<file path="config.mk">
export PLATFORM = sky130hd
export DESIGN_NAME = alu_seq
export DESIGN_NICKNAME = d
export VERILOG_FILES = /design/src/rtl/alu_pkg.sv /design/src/rtl/alu_mul_seq.sv /design/src/rtl/alu_seq.sv
export SDC_FILE = /design/constraint.sdc
export NUM_CORES = 1
export LEC_CHECK = 0
export BUFFER_PORTS_ARGS = -buffer_cell sky130_fd_sc_hd__buf_4
export CORE_ASPECT_RATIO = 0.6
export CORE_UTILIZATION = 59
export DETAILED_ROUTE_END_ITERATION = 8
export PLACE_DENSITY = 0.91
export SLEW_MARGIN = 20
export SYNTH_ARGS = -nofsm -noshare
export SYNTH_HDL_FRONTEND = slang
export SYNTH_HIERARCHICAL = 1
export SYNTH_SLANG_ARGS = --single-unit
</file>
<file path="constraint.sdc">
create_clock -name clk -period 2.5 [get_ports clk]
set_clock_uncertainty 0.1 [all_clocks]
set_input_delay 0.625 -clock clk [delete_from_list [all_inputs] [get_ports clk]]
set_output_delay 0.625 -clock clk [all_outputs]
set_load 0.005 [all_outputs]
</file>
<file path="src/rtl/alu_pkg.sv">
`default_nettype none
// ============================================================================
// Module      : alu_pkg
// Description : Shared types and constants for the registered ALU (alu_seq)
//               and its sequential multiplier (alu_mul_seq).
//               - opcode_e : 4-bit operation select
//               - FLAG_*   : bit positions inside the 3-bit flags bus
//               - state_e  : control state of alu_seq
//               Configuration macro: ALU_MUL_EN (consumed by alu_seq).
// Revision    : 1.0 - initial release
// ============================================================================
package alu_pkg;

    typedef enum logic [3:0] {
        OP_ADD    = 4'd0,
        OP_SUB    = 4'd1,
        OP_AND    = 4'd2,
        OP_OR     = 4'd3,
        OP_XOR    = 4'd4,
        OP_INC    = 4'd5,
        OP_PASS_A = 4'd6,
        OP_PASS_B = 4'd7,
        OP_MUL    = 4'd8
    } opcode_e;

    localparam int FLAG_OV   = 2;
    localparam int FLAG_NEG  = 1;
    localparam int FLAG_ZERO = 0;

    typedef enum logic [0:0] {
        ST_IDLE = 1'b0,
        ST_MUL  = 1'b1
    } state_e;

endpackage
`default_nettype wire

</file>
<file path="src/rtl/alu_mul_seq.sv">
`default_nettype none
// ============================================================================
// Module      : alu_mul_seq
// Description : Unsigned shift-add multiplier, one partial product per cycle.
//               A start pulse latches the operands; BW cycles later 'done'
//               pulses for one cycle with the full 2*BW-bit product valid on
//               'product' during that same cycle.
// Ports       : clk     - clock, rising edge
//               rst     - asynchronous reset, active-high
//               start   - latch a/b and begin a multiply
//               a, b    - unsigned operands (BW bits)
//               done    - final step is being taken this cycle
//               product - running sum including this cycle's partial product
// Revision    : 1.0 - initial release
// ============================================================================
module alu_mul_seq #(
    parameter int BW = 16
) (
    input  logic              clk,
    input  logic              rst,
    input  logic              start,
    input  logic [BW-1:0]     a,
    input  logic [BW-1:0]     b,
    output logic              done,
    output logic [2*BW-1:0]   product
);

    localparam int CW = $clog2(BW);

    logic [2*BW-1:0] mcand_q, mcand_d;
    logic [2*BW-1:0] acc_q,   acc_d;
    logic [BW-1:0]   mplier_q, mplier_d;
    logic [CW-1:0]   cnt_q,   cnt_d;
    logic            run_q,   run_d;
    logic [2*BW-1:0] sum;

    // The product is taken from the adder output so the top can load it on the
    // same edge that retires the last step.
    always_comb begin
        sum      = acc_q + (mplier_q[0] ? mcand_q : '0);
        mcand_d  = mcand_q;
        acc_d    = acc_q;
        mplier_d = mplier_q;
        cnt_d    = cnt_q;
        run_d    = run_q;
        done     = 1'b0;
        if (start) begin
            mcand_d  = {{BW{1'b0}}, a};
            mplier_d = b;
            acc_d    = '0;
            cnt_d    = '0;
            run_d    = 1'b1;
        end else if (run_q) begin
            acc_d    = sum;
            mcand_d  = mcand_q << 1;
            mplier_d = mplier_q >> 1;
            cnt_d    = cnt_q + CW'(1);
            if (cnt_q == CW'(BW - 1)) begin
                done  = 1'b1;
                run_d = 1'b0;
                cnt_d = '0;
            end
        end
    end

    assign product = sum;

    always_ff @(posedge clk or posedge rst) begin
        if (rst) begin
            mcand_q  <= '0;
            acc_q    <= '0;
            mplier_q <= '0;
            cnt_q    <= '0;
            run_q    <= 1'b0;
        end else begin
            mcand_q  <= mcand_d;
            acc_q    <= acc_d;
            mplier_q <= mplier_d;
            cnt_q    <= cnt_d;
            run_q    <= run_d;
        end
    end

endmodule
`default_nettype wire

</file>
<file path="src/rtl/alu_seq.sv">
`default_nettype none
// ============================================================================
// Module      : alu_seq
// Description : Registered ALU with valid/ready handshakes on both sides.
//               Single-cycle ALU ops; optional BW-cycle shift-add multiply.
//               Result and flags sit in an output register that holds under
//               back-pressure.
// Ports       : clk, rst            - clock (rising) / async reset (active-high)
//               in_valid / in_ready - operation handshake
//               in_a, in_b, opcode  - operands and operation select
//               out_valid/out_ready - result handshake
//               out, flags          - result, {overflow, negative, zero}
//               busy                - multiply in progress
// Config      : ALU_MUL_EN - when defined, opcode 8 runs the sequential
//               multiplier; otherwise opcode 8 is an unused opcode and busy
//               is tied low.
// Revision    : 1.0 - initial release
// ============================================================================
module alu_seq
    import alu_pkg::*;
#(
    parameter int BW = 16
) (
    input  logic          clk,
    input  logic          rst,
    input  logic          in_valid,
    output logic          in_ready,
    input  logic [BW-1:0] in_a,
    input  logic [BW-1:0] in_b,
    input  logic [3:0]    opcode,
    output logic          out_valid,
    input  logic          out_ready,
    output logic [BW-1:0] out,
    output logic [2:0]    flags,
    output logic          busy
);

    function automatic logic [2:0] make_flags(input logic [BW-1:0] res, input logic ov);
        logic [2:0] f;
        f            = '0;
        f[FLAG_OV]   = ov;
        f[FLAG_NEG]  = res[BW-1];
        f[FLAG_ZERO] = (res == '0);
        return f;
    endfunction

    logic [BW-1:0] out_q, out_d;
    logic [2:0]    flags_q, flags_d;
    logic          out_valid_q, out_valid_d;
    logic [BW-1:0] alu_res;
    logic          alu_ov;
    logic          accept;
    logic          is_mul;
    logic          out_free;

    // Output register can take a new value if empty or being drained now.
    assign out_free = !out_valid_q || out_ready;
    assign accept   = in_valid && in_ready;

    // Single-cycle operations; opcode 8 (and 9-15) fall to the zero default.
    always_comb begin
        alu_res = '0;
        alu_ov  = 1'b0;
        case (opcode_e'(opcode))
            OP_ADD: begin
                alu_res = in_a + in_b;
                alu_ov  = (in_a[BW-1] == in_b[BW-1]) && (alu_res[BW-1] != in_a[BW-1]);
            end
            OP_SUB: begin
                alu_res = in_a - in_b;
                alu_ov  = (in_a[BW-1] != in_b[BW-1]) && (alu_res[BW-1] != in_a[BW-1]);
            end
            OP_AND:    alu_res = in_a & in_b;
            OP_OR:     alu_res = in_a | in_b;
            OP_XOR:    alu_res = in_a ^ in_b;
            OP_INC: begin
                alu_res = in_a + BW'(1);
                // +1 is positive, so only a positive a can overflow.
                alu_ov  = !in_a[BW-1] && alu_res[BW-1];
            end
            OP_PASS_A: alu_res = in_a;
            OP_PASS_B: alu_res = in_b;
            default: begin
                alu_res = '0;
                alu_ov  = 1'b0;
            end
        endcase
    end

`ifdef ALU_MUL_EN
    state_e          state_q, state_d;
    logic            busy_q, busy_d;
    logic            mul_done;
    logic [2*BW-1:0] mul_product;

    assign is_mul   = (opcode == OP_MUL);
    assign in_ready = (state_q == ST_IDLE) && out_free;
    assign busy     = busy_q;

    alu_mul_seq #(
        .BW (BW)
    ) u_mul (
        .clk     (clk),
        .rst     (rst),
        .start   (accept && is_mul),
        .a       (in_a),
        .b       (in_b),
        .done    (mul_done),
        .product (mul_product)
    );
`else
    assign is_mul   = 1'b0;
    assign in_ready = out_free;
    assign busy     = 1'b0;
`endif

    always_comb begin
        out_d       = out_q;
        flags_d     = flags_q;
        // A drained result clears valid; data stays as the last value.
        out_valid_d = out_valid_q && !out_ready;
`ifdef ALU_MUL_EN
        state_d     = state_q;
        busy_d      = busy_q;
`endif
        if (accept && !is_mul) begin
            out_d       = alu_res;
            flags_d     = make_flags(alu_res, alu_ov);
            out_valid_d = 1'b1;
        end
`ifdef ALU_MUL_EN
        if (accept && is_mul) begin
            state_d = ST_MUL;
            busy_d  = 1'b1;
        end
        if ((state_q == ST_MUL) && mul_done) begin
            out_d       = mul_product[BW-1:0];
            flags_d     = make_flags(mul_product[BW-1:0], |mul_product[2*BW-1:BW]);
            out_valid_d = 1'b1;
            state_d     = ST_IDLE;
            busy_d      = 1'b0;
        end
`endif
    end

    always_ff @(posedge clk or posedge rst) begin
        if (rst) begin
            out_q       <= '0;
            flags_q     <= '0;
            out_valid_q <= 1'b0;
`ifdef ALU_MUL_EN
            state_q     <= ST_IDLE;
            busy_q      <= 1'b0;
`endif
        end else begin
            out_q       <= out_d;
            flags_q     <= flags_d;
            out_valid_q <= out_valid_d;
`ifdef ALU_MUL_EN
            state_q     <= state_d;
            busy_q      <= busy_d;
`endif
        end
    end

    assign out       = out_q;
    assign flags     = flags_q;
    assign out_valid = out_valid_q;

endmodule
`default_nettype wire

</file>
==> flow_summary_export.csv, run 1 <==
group,metric,value,unit
floorplan,boundaryPins,62,
floorplan,die_y,66.1,um
yosys,synth_common_cells,"ha_1 (52), inv_1 (52), a21oi_1 (44)",
yosys,ys_top_cells_by_area,"ha_1 (16%), dfrtp_1 (12%), a21oi_1 (5.5%)",
floorplan,fp-row-count,22,
floorplan,die_w,109,um
yosys,synthesis.instances,537,
yosys,syn-cell-area,4040,um^2
place,place_ws,-1.32,ns
yosys,syn_area_per_cell,7.51,um^2
cts,post_cts_resized,149,
floorplan,initial_core_util,63.5,%
yosys,synthDistinctLibCells,77,
cts,htree_levels,1,
cts,cts_buffers,3,
yosys,ys_seq_area_share,11.8,%
cts,clkSinkCount,19,
yosys,synth_edf_count,0,
yosys,yosys_warnings,6,
yosys,ys_ff_latch,19,
outcome,error_line,"[ERROR DPL-0038] Utilization greater than 100%, impossible to legalize",
yosys,async_flop_share,100,%
place,dpl_cell_area,5970,um^2
place,portBuffers,60,
cts,root_buffer,"clkbuf_16",
cts,cts_max_path_buffers,2,
yosys,synth_area_leader_cell,"ha_1",
place,hpwl,15900,um
yosys,synth_top_cell_area_share,16.1,%
cts,cts_setup_buffers,32,
yosys,yosys_most_used_dff,"dfrtp_1",
outcome,status,"did not finish",
outcome,lastStage,"4_1_cts",
yosys,syn_nets,631,
place,place.gp.congestion,1.23,
cts,hold_buffers,0,
==> through the flow <==
step / utilization [%] / cells
2_1_floorplan: - / 537
3_3_place_gp: 93.8 / 834
3_5_place_dp: 93.8 / 834
==> cell families after synthesis <==
logic type               synth area share, %
other                                 0.0929
buffers and inverters                   10.2
flip-flops                              11.8
AO/OA/AOI/OAI                           32.0
adder cells (fa/ha/maj)                 17.1
AND/OR/NAND/NOR                         22.5
XOR/XNOR                                2.17
multiplexers                            4.12
==> run 2, diff against run 1 <==
Settings changed: CORE_ASPECT_RATIO 0.6 to default, CORE_UTILIZATION 59 to 40, PLACE_DENSITY 0.91 to default, PLACE_DENSITY_LB_ADDON from default to 0.15.
==> flow_summary_export.csv, run 2 <==
group,metric,value,unit
outcome,status,"finished, violations left",
outcome,violations,"negative setup slack",
floorplan,initial_core_util,41.3,%
drt,wl,17000,um
run,max_cap_viol_count,0,
timing,postLayoutSetupSlackWorst,-1.01,ns
cts,cts_buffers,3,
cts,cts_tree,"done",
critical_path,arrival,3.58,ns
yosys,synth_edf_count,0,
yosys,synthMuxAreaShare,4.12,%
final_layout,stdcell_area,6990,um^2
cts,root_buffer,"clkbuf_8",
global_route,grt_use_met3,1.16,%
final_layout,drive_above_1_share,53.3,%
drt,vias_per_cell,5.70,
floorplan,core-area,9770,um^2
drt,drt_first_pass_iters,5,
global_route,use_met2,55.6,%
yosys,synth_top_family_by_area,"compound AO/OA/AOI/OAI gates",
global_route,busiest_layer,"met2",
yosys,yosys.area_share.simple,22.5,%
timing,tns,-5.31,ns
place,hpwl,13600,um
cts,cts_max_path_buffers,2,
final_layout,regArea,475,um^2
global_route,antenna_found_initial,0,
yosys,synth_top_cell_area_share,16.1,%
drt,antenna_left,0,
drt,route.detailed.drc,0,
drt,vias,5359,
critical_path,reg2reg_from,"out_valid",
yosys,synth_common_cells,"ha_1 (52), inv_1 (52), a21oi_1 (44)",
timing,final-hold-violation-count,0,
floorplan,boundaryPins,62,
power_and_ir_drop,vdd.ir_drop.worst,0.281,mV
critical_path,r2r_slack,-0.02,ns
yosys,ys_top_cells_by_area,"ha_1 (16%), dfrtp_1 (12%), a21oi_1 (5.5%)",
place,portBuffers,60,
critical_path,reg2reg_to,"flags[0]",
cts,htree_levels,1,
cts,clock_latency,0.26,ns
critical_path,crit_required,2.56,ns
yosys,ys_seq_area_share,11.8,%
yosys,syn_nets,631,
yosys,synthesis.instances,537,
yosys,syn_area_per_cell,7.51,um^2
yosys,syn-cell-area,4040,um^2
cts,clk_pin_slew,0.06,ns
global_route,grt_usage,32.6,%
cts,clkSinkCount,19,
power_and_ir_drop,powerDensity,296,nW/um^2
timing,finalMaxSlewViolations,0,
critical_path,ff2ff_path_depth,9,
yosys,synth_compound_gate_area_share,32.0,%
final_layout,mostFrequentLayoutCells,"buf_4 (287), inv_1 (40), nor2_1 (38), ha_1 (38), nand2_1 (36)",
global_route,grt-ovfl-total,0,
final_layout,fin_nets,902,
drt,drtIter0Drc,307,
power_and_ir_drop,leakage,3.33,nW
timing,grt_setup_unrepaired,"true",
floorplan,die_area,10500,um^2
timing,fmax,285,MHz
floorplan,die_w,102,um
yosys,yosys_most_used_dff,"dfrtp_1",
yosys,yosys_warnings,6,
timing,finalCriticalPeriod,3.51,ns
place,place.gp.congestion,0.951,
hold_path,hp-class,"input port to asynchronous set/reset pin",
final_layout,final_common_cell,"buf_4",
global_route,grt_max_degree,27,
place,dpl_cell_area,6280,um^2
final_layout,fin_util,71.5,%
global_route,first_global_vias,5140,
yosys,synthDistinctLibCells,77,
drt,wire_per_inst,18.1,um
timing,fin_crit_sh,141,%
floorplan,die_y,102,um
critical_path,worstSetupPathType,"input port to flop",
timing,slew_headroom,49.9,%
floorplan,fp-row-count,36,
final_layout,antenna_cells,0,
final_layout,syn_to_final_growth,73.2,%
yosys,synth_area_leader_cell,"ha_1",
critical_path,crit_path_start_kind,"input port",
global_route,met1_usage,44.9,%
yosys,ys_ff_latch,19,
timing,worst_pin_slew,0.741,ns
final_layout,multiInputGateArea,3750,um^2
critical_path,cp_max_fo,4,
yosys,async_flop_share,100,%
global_route,grt_first_pass_wirelength,26300,um
yosys,synth_fa_ha_area_share,17.1,%
timing,setup_viol,14,
final_layout,fill_cells,818,
yosys,synth-xor-area-share,2.17,%
final_layout,largest_reg_flops,15,
critical_path,cp-end-kind,"flop",
-- run 2: cell counts after synthesis --
Identical to the previous run, type by type.
-- run 2: worst max path at each step --
stage                    end     from  slack [ns]
detailed placement  flags[0]  in_a[0]       -1.35
CTS                 flags[0]  in_b[1]       -0.91
global route        flags[0]  in_b[1]       -1.17
floorplan           flags[0]  in_a[7]       -0.69
finish              flags[0]  in_b[1]       -1.01
global placement    flags[0]  in_b[1]       -1.24
-- run 2: final cells by class --
cell class	count	share of cell area, %
Tap cell	133	2.38
Clock buffer	4	0.644
Sequential cell	19	6.80
Inverter	54	3.06
Timing Repair Buffer	301	33.4
Multi-Input combinational cell	429	53.7
-- run 2: what timing repair did --
action                                  4_1_cts  5_1_grt
gates resized for setup                      70       43
setup buffers                                19        8
hold buffers                                  0        0
endpoints found under the setup margin       15       15
pin swaps                                    36       36
-- run 2: kinds of logic (layout without fill, tap and decap cells) --
kind of cell	Yosys count	count (layout)
AO/OA/AOI/OAI	180	180
XOR/XNOR	10	10
adder cells (fa/ha/maj)	54	54
buffers and inverters	89	359
flip-flops	19	19
multiplexers	13	13
other	1	1
AND/OR/NAND/NOR	171	171
-- run 2: through the flow --
step                total power, W  hold slack [ns]  worst slack (ns)  instances
detailed placement         0.00164            0.363             -1.35        917
floorplan                 0.000992            0.373            -0.694        537
finish                     0.00207            0.371             -1.01        940
CTS                        0.00200            0.384            -0.907        940
global placement           0.00162            0.364             -1.24        917
global route               0.00221            0.418             -1.17        940
-- run 2: metal layers --
metal	wire length [um]	share of wire, %
met1	7520	44
met2	8000	47
met3	1150	6.8
met4	310	1.8
met5	0	0
-- run 2: power by group --
group | total, W | switching, W | internal [W]
registers | 0.000391 | 0.0000293 | 0.000362
logic | 0.00147 | 0.000705 | 0.000763
clock network | 0.000210 | 0.0000969 | 0.000113
-- run 2: critical path, stage by stage --
cell,delay (ns)
buf_8,0.08
clkinvlp_4,0.13
buf_6,0.15
fa_2,0.38
buf_4,0.16
a32oi_1,0.21
nand4_1,0.14
a211oi_2,0.24
nand3b_1,0.16
nor4_2,0.33
buf_4,0.17
nand4_1,0.11
or4b_4,0.51
o41ai_2,0.19
Power figures use the tool's default switching activity.
==> run 3, diff against run 2 <==
Settings changed: GPL_TIMING_DRIVEN from default to 0, SKIP_CTS_REPAIR_TIMING from default to 1.
==> flow_summary_export.csv, run 3 (synthesis results as in run 2) <==
group,metric,value,unit
outcome,status,"finished, violations left",
outcome,violations,"negative setup slack",
place,portBuffers,59,
power_and_ir_drop,pwr-share-clk,11.7,%
critical_path,cp_cell_sequence,"buf_6, ha_2, or2_4, o221a_4, o31a_1, a221oi_2, o211ai_1, nor4_2, nand4_1, or4b_4, o41ai_2",
timing,fmax,291,MHz
floorplan,die_area,10500,um^2
floorplan,die_w,102,um
critical_path,cp_max_fo,7,
cts,cts_tree,"done",
power_and_ir_drop,power.switching,0.000757,W
cts,clock_latency,0.25,ns
drt,drtIter0Drc,570,
critical_path,cp-end-kind,"flop",
critical_path,reg2reg_from,"out_valid",
floorplan,boundaryPins,62,
final_layout,syn_to_final_growth,39.9,%
critical_path,critical-path-max-stage-delay,0.50,ns
drt,wl,15100,um
critical_path,crit_required,2.56,ns
place,place_ws,-1.47,ns
floorplan,die_y,102,um
hold_path,hp-class,"input port to asynchronous set/reset pin",
drt,vias_per_cell,6.17,
global_route,grt_first_pass_wirelength,23000,um
global_route,grt_max_degree,20,
critical_path,crit_path_start_kind,"input port",
cts,htree_levels,1,
critical_path,slowest_stage,"or4b_4",
timing,worst_hold_slack,0.371,ns
power_and_ir_drop,vdd.ir_drop.worst,0.285,mV
timing,finalCriticalPeriod,3.44,ns
timing,setup_viol,11,
critical_path,worstSetupPathType,"input port to flop",
timing,tns,-4.44,ns
timing,finalMaxSlewViolations,0,
floorplan,core-area,9770,um^2
global_route,first_global_vias,4294,
cts,cts_buffers,3,
power_and_ir_drop,p_comb_share,66.2,%
timing,worst_pin_slew,0.897,ns
cts,root_buffer,"clkbuf_8",
final_layout,regArea,475,um^2
timing,slew_headroom,39.9,%
timing,postLayoutSetupSlackWorst,-0.938,ns
cts,clk_pin_slew,0.07,ns
final_layout,fill_cells,903,
critical_path,arrival,3.50,ns
final_layout,mostFrequentLayoutCells,"buf_4 (85), nor2_1 (39), ha_1 (39), nand2_1 (35), inv_1 (35)",
power_and_ir_drop,leakage,2.46,nW
place,place.gp.congestion,0.931,
drt,drt_first_pass_iters,8,
floorplan,fp-row-count,36,
drt,wire_per_inst,19.8,um
final_layout,fin_nets,724,
power_and_ir_drop,internal-power,0.00102,W
critical_path,crit_start,"in_a[2]",
timing,grt_setup_unrepaired,"true",
final_layout,largest_reg_flops,15,
global_route,grt_usage,28.4,%
timing,final-hold-violation-count,0,
power_and_ir_drop,sequentialPowerShare,22.0,%
final_layout,multiInputGateArea,3730,um^2
timing,fin_crit_sh,138,%
cts,clkSinkCount,19,
final_layout,final_common_cell,"buf_4",
place,hpwl,11200,um
power_and_ir_drop,p_sw_share,42.7,%
drt,vias,4699,
global_route,grt-ovfl-total,0,
floorplan,initial_core_util,41.3,%
final_layout,drive_above_1_share,38.6,%
run,max_cap_viol_count,0,
power_and_ir_drop,powerDensity,314,nW/um^2
final_layout,antenna_cells,0,
cts,cts_max_path_buffers,2,
drt,antenna_left,0,
drt,route.detailed.drc,0,
global_route,antenna_found_initial,0,
run 3: cell types whose count changed in the layout (fill, tap and decap cells not counted), moves of 4 or more:
cell	change
buf_2	+8
nor4_2	-4
a21oi_1	+6
buf_4	-202
inv_1	-5
clkbuf_1	+6
inv_4	+4
buf_6	+4
a21oi_2	-5
run 3: stage by stage:
step	cell area, um^2	instances	utilization (%)	power, W
finish	5650	762	57.8	0.00177
global route	5650	762	57.8	0.00189
CTS	4870	733	49.9	0.00155
detailed placement	4830	729	49.4	0.00134
global placement	4800	729	49.1	0.00132
floorplan	4190	537	-	0.000992
run 3: cell type report:
type / count / area share [%]
Clock inverter: 1 / 0.0887
Multi-Input combinational cell: 429 / 66.1
Sequential cell: 19 / 8.42
Clock buffer: 3 / 0.731
Inverter: 54 / 4.34
Tap cell: 133 / 2.95
Timing Repair Buffer: 89 / 13.2
Buffer: 34 / 4.23
run 3: metal layers:
layer,global-route usage [%],share of wire (%)
met1,40.0,42
met5,0,0
met2,45.3,46
met4,8.57,2.7
met3,2.74,8.6
run 3: path summary, 6_finish.rpt:
kind | to | slack [ns] | cells past startpoint
min | out[8] | 0.37 | 2
max reg2reg | flags[0] | -0.17 | 8
max in group asynchronous | out[4] | 1.50 | 2
min in group clk | out[14] | 0.38 | 2
max | flags[0] | -0.94 | 11
min reg2reg | out[14] | 0.38 | 2
run 3: power by group through the flow:
| stage | sequential (W) | clock (W) | combinational, W |
|---|---|---|---|
| global placement | 0.000395 | 0 | 0.000924 |
| CTS | 0.000392 | 0.000213 | 0.000947 |
| floorplan | 0.000399 | 0 | 0.000592 |
| finish | 0.000390 | 0.000208 | 0.00117 |
| global route | 0.000399 | 0.000222 | 0.00127 |
| detailed placement | 0.000398 | 0 | 0.000942 |
run 3: worst max-delay path, delay by kind of cell:
kind            cells  cell delay, ns
buf+inv             1            0.12
fa+ha+maj           1            0.24
compound gates      5            1.36
simple gates        4            1.15
==> run 4, diff against run 3 <==
Settings changed: ABC_AREA from default to 1.
==> flow_summary_export.csv, run 4 <==
group,metric,value,unit
outcome,status,"finished clean",
drt,vias_per_cell,5.25,
floorplan,die_area,11300,um^2
floorplan,die_y,107,um
yosys,async_flop_share,100,%
floorplan,core-area,10500,um^2
cts,cts_buffers,3,
hold_path,hp-class,"input port to asynchronous set/reset pin",
drt,antenna_left,0,
cts,cts_max_path_buffers,2,
critical_path,crit_path_start_kind,"input port",
timing,slew_headroom,53.6,%
drt,wl,15500,um
yosys,ys_ff_latch,19,
yosys,synthesis.instances,813,
cts,htree_levels,1,
power_and_ir_drop,p_sw_share,46.2,%
final_layout,antenna_cells,0,
timing,grt_setup_unrepaired,"true",
floorplan,die_w,107,um
final_layout,final_cell_count_no_fill,1030,
power_and_ir_drop,pwr-share-clk,12.6,%
critical_path,worstSetupPathType,"input port to flop",
cts,cts_tree,"done",
final_layout,final_common_cell,"nand2_1",
timing,worst_pin_slew,0.695,ns
yosys,synth_top_cell_area_share,23.6,%
final_layout,drive_above_1_share,24.4,%
place,portBuffers,60,
drt,vias,5412,
yosys,syn-cell-area,4370,um^2
power_and_ir_drop,power.switching,0.000749,W
critical_path,reg2reg_from,"out_valid",
yosys,ys_top_cells_by_area,"nand2_1 (24%), ha_1 (15%), dfrtp_1 (11%)",
yosys,synth_area_leader_cell,"nand2_1",
global_route,grt-ovfl-total,0,
cts,clkSinkCount,19,
yosys,synthMuxAreaShare,0,%
yosys,synth-xor-area-share,0.401,%
yosys,yosys.area_share.simple,48.4,%
global_route,grt_max_degree,20,
yosys,synth_edf_count,0,
drt,wire_per_inst,15.0,um
final_layout,mostFrequentLayoutCells,"nand2_1 (254), inv_1 (115), buf_4 (77), nor2_1 (77), nand3_1 (71)",
timing,fin_crit_sh,98.2,%
place,dp_cells,1009,
yosys,synth_fa_ha_area_share,15.8,%
power_and_ir_drop,sequentialPowerShare,23.1,%
final_layout,largest_reg_flops,15,
final_layout,syn_to_final_growth,29.0,%
drt,drt_first_pass_iters,5,
critical_path,crit_required,2.59,ns
final_layout,stdcell_area,5630,um^2
final_layout,fill_cells,1100,
yosys,syn_area_per_cell,5.37,um^2
yosys,ys_seq_area_share,10.9,%
power_and_ir_drop,p_comb_share,64.3,%
power_and_ir_drop,vdd.ir_drop.worst,0.281,mV
power_and_ir_drop,internal-power,0.000872,W
yosys,synthDistinctLibCells,37,
timing,finalMaxSlewViolations,0,
yosys,syn_nets,907,
yosys,synth_compound_gate_area_share,9.91,%
place,place.gp.congestion,0.980,
power_and_ir_drop,leakage,3.06,nW
global_route,first_global_vias,4946,
yosys,synth_common_cells,"nand2_1 (275), inv_1 (123), nor2_1 (110)",
global_route,grt_usage,27.3,%
final_layout,fin_nets,989,
critical_path,crit_start,"in_a[13]",
timing,setup_viol,0,
cts,root_buffer,"clkbuf_8",
timing,fmax,407,MHz
critical_path,cp_max_fo,8,
run,max_cap_viol_count,0,
power_and_ir_drop,powerDensity,288,nW/um^2
floorplan,initial_core_util,41.7,%
power_and_ir_drop,total_power,0.00162,W
yosys,synth_top_family_by_area,"simple AND/OR/NAND/NOR gates",
floorplan,fp-row-count,37,
yosys,yosysMostFrequentCell,"nand2_1",
critical_path,cp-end-kind,"flop",
global_route,grt_first_pass_wirelength,24300,um
cts,clock_latency,0.25,ns
timing,finalCriticalPeriod,2.46,ns
global_route,antenna_found_initial,0,
cts,clk_pin_slew,0.07,ns
timing,final-hold-violation-count,0,
yosys,yosys_warnings,6,
place,dpl_cell_area,4990,um^2
place,hpwl,12400,um
drt,route.detailed.drc,0,
yosys,yosys_most_used_dff,"dfrtp_1",
drt,drtIter0Drc,453,
critical_path,arrival,2.55,ns
floorplan,boundaryPins,62,
[run 4: worst paths after layout]
kind | to | slack, ns | cells after the start
max | flags[0] | 0.04 | 17
min | out[3] | 0.38 | 2
min reg2reg | flags[0] | 0.38 | 2
max reg2reg | flags[0] | 0.72 | 9
max in group asynchronous | flags[2] | 1.47 | 2
min in group clk | flags[0] | 0.38 | 2
[run 4: power groups by stage]
stage / clock, W / combinational, W / sequential, W
after global routing: 0.000225 / 0.00116 / 0.000380
after CTS: 0.000212 / 0.000869 / 0.000374
after global placement: 0 / 0.000851 / 0.000377
after floorplan: 0 / 0.000535 / 0.000382
after detailed placement: 0 / 0.000866 / 0.000380
final: 0.000204 / 0.00104 / 0.000374
[run 4: cell type report]
type	count	area (um^2)	share of cell area, %
buffer	22	185	3.29
clock buffer	3	41.3	0.733
clock inverter	1	5.00	0.0888
inverter	133	503	8.93
multi-input combinational	639	3620	64.3
sequential	19	475	8.44
tap	136	170	3.02
timing repair buffer	77	629	11.2
[run 4: through the flow]
| stage | worst slack [ns] | util [%] | TNS [ns] | hold WS [ns] |
|---|---|---|---|---|
| after floorplan | 0.122 | - | 0 | 0.372 |
| after global placement | -0.591 | 47.7 | -2.17 | 0.365 |
| after detailed placement | -0.612 | 47.7 | -2.45 | 0.374 |
| after CTS | -0.356 | 48.1 | -0.492 | 0.393 |
| after global routing | -0.102 | 53.9 | -0.138 | 0.403 |
| final | 0.0442 | 53.9 | 0 | 0.379 |
[run 4: routing by layer]
metal / routed length [um] / up-vias / GRT usage [%] / part of all wire [%]
met5: 0 / - / 0 / 0
met4: 362 / 0 / 8.12 / 2.3
met3: 1030 / 24 / 1.04 / 6.6
met2: 7150 / 227 / 46.2 / 46
met1: 6950 / 2461 / 37.3 / 45
li1: - / 2700 / - / -
[run 4: kinds of logic (layout without fill, tap and decap cells)]
logic type,count (synthesis),after routing
adder cells (fa/ha/maj),54,54
XOR/XNOR,2,2
other,1,1
flip-flops,19,19
AO/OA/AOI/OAI,78,78
AND/OR/NAND/NOR,504,504
buffers and inverters,155,236
[run 4: critical path, stage by stage]
cell and delay, ns:
buf_4 0.12, inv_1 0.08, ha_1 0.27, buf_2 0.21, nand2_1 0.11, nor2_2 0.17
and2_1 0.16, nand2_1 0.07, nand2_1 0.07, nand2_1 0.05, nand3_1 0.07, nand2_1 0.09
nor2_2 0.12, nand2_1 0.07, nor2_2 0.12, nand3_1 0.07, nand2_1 0.06
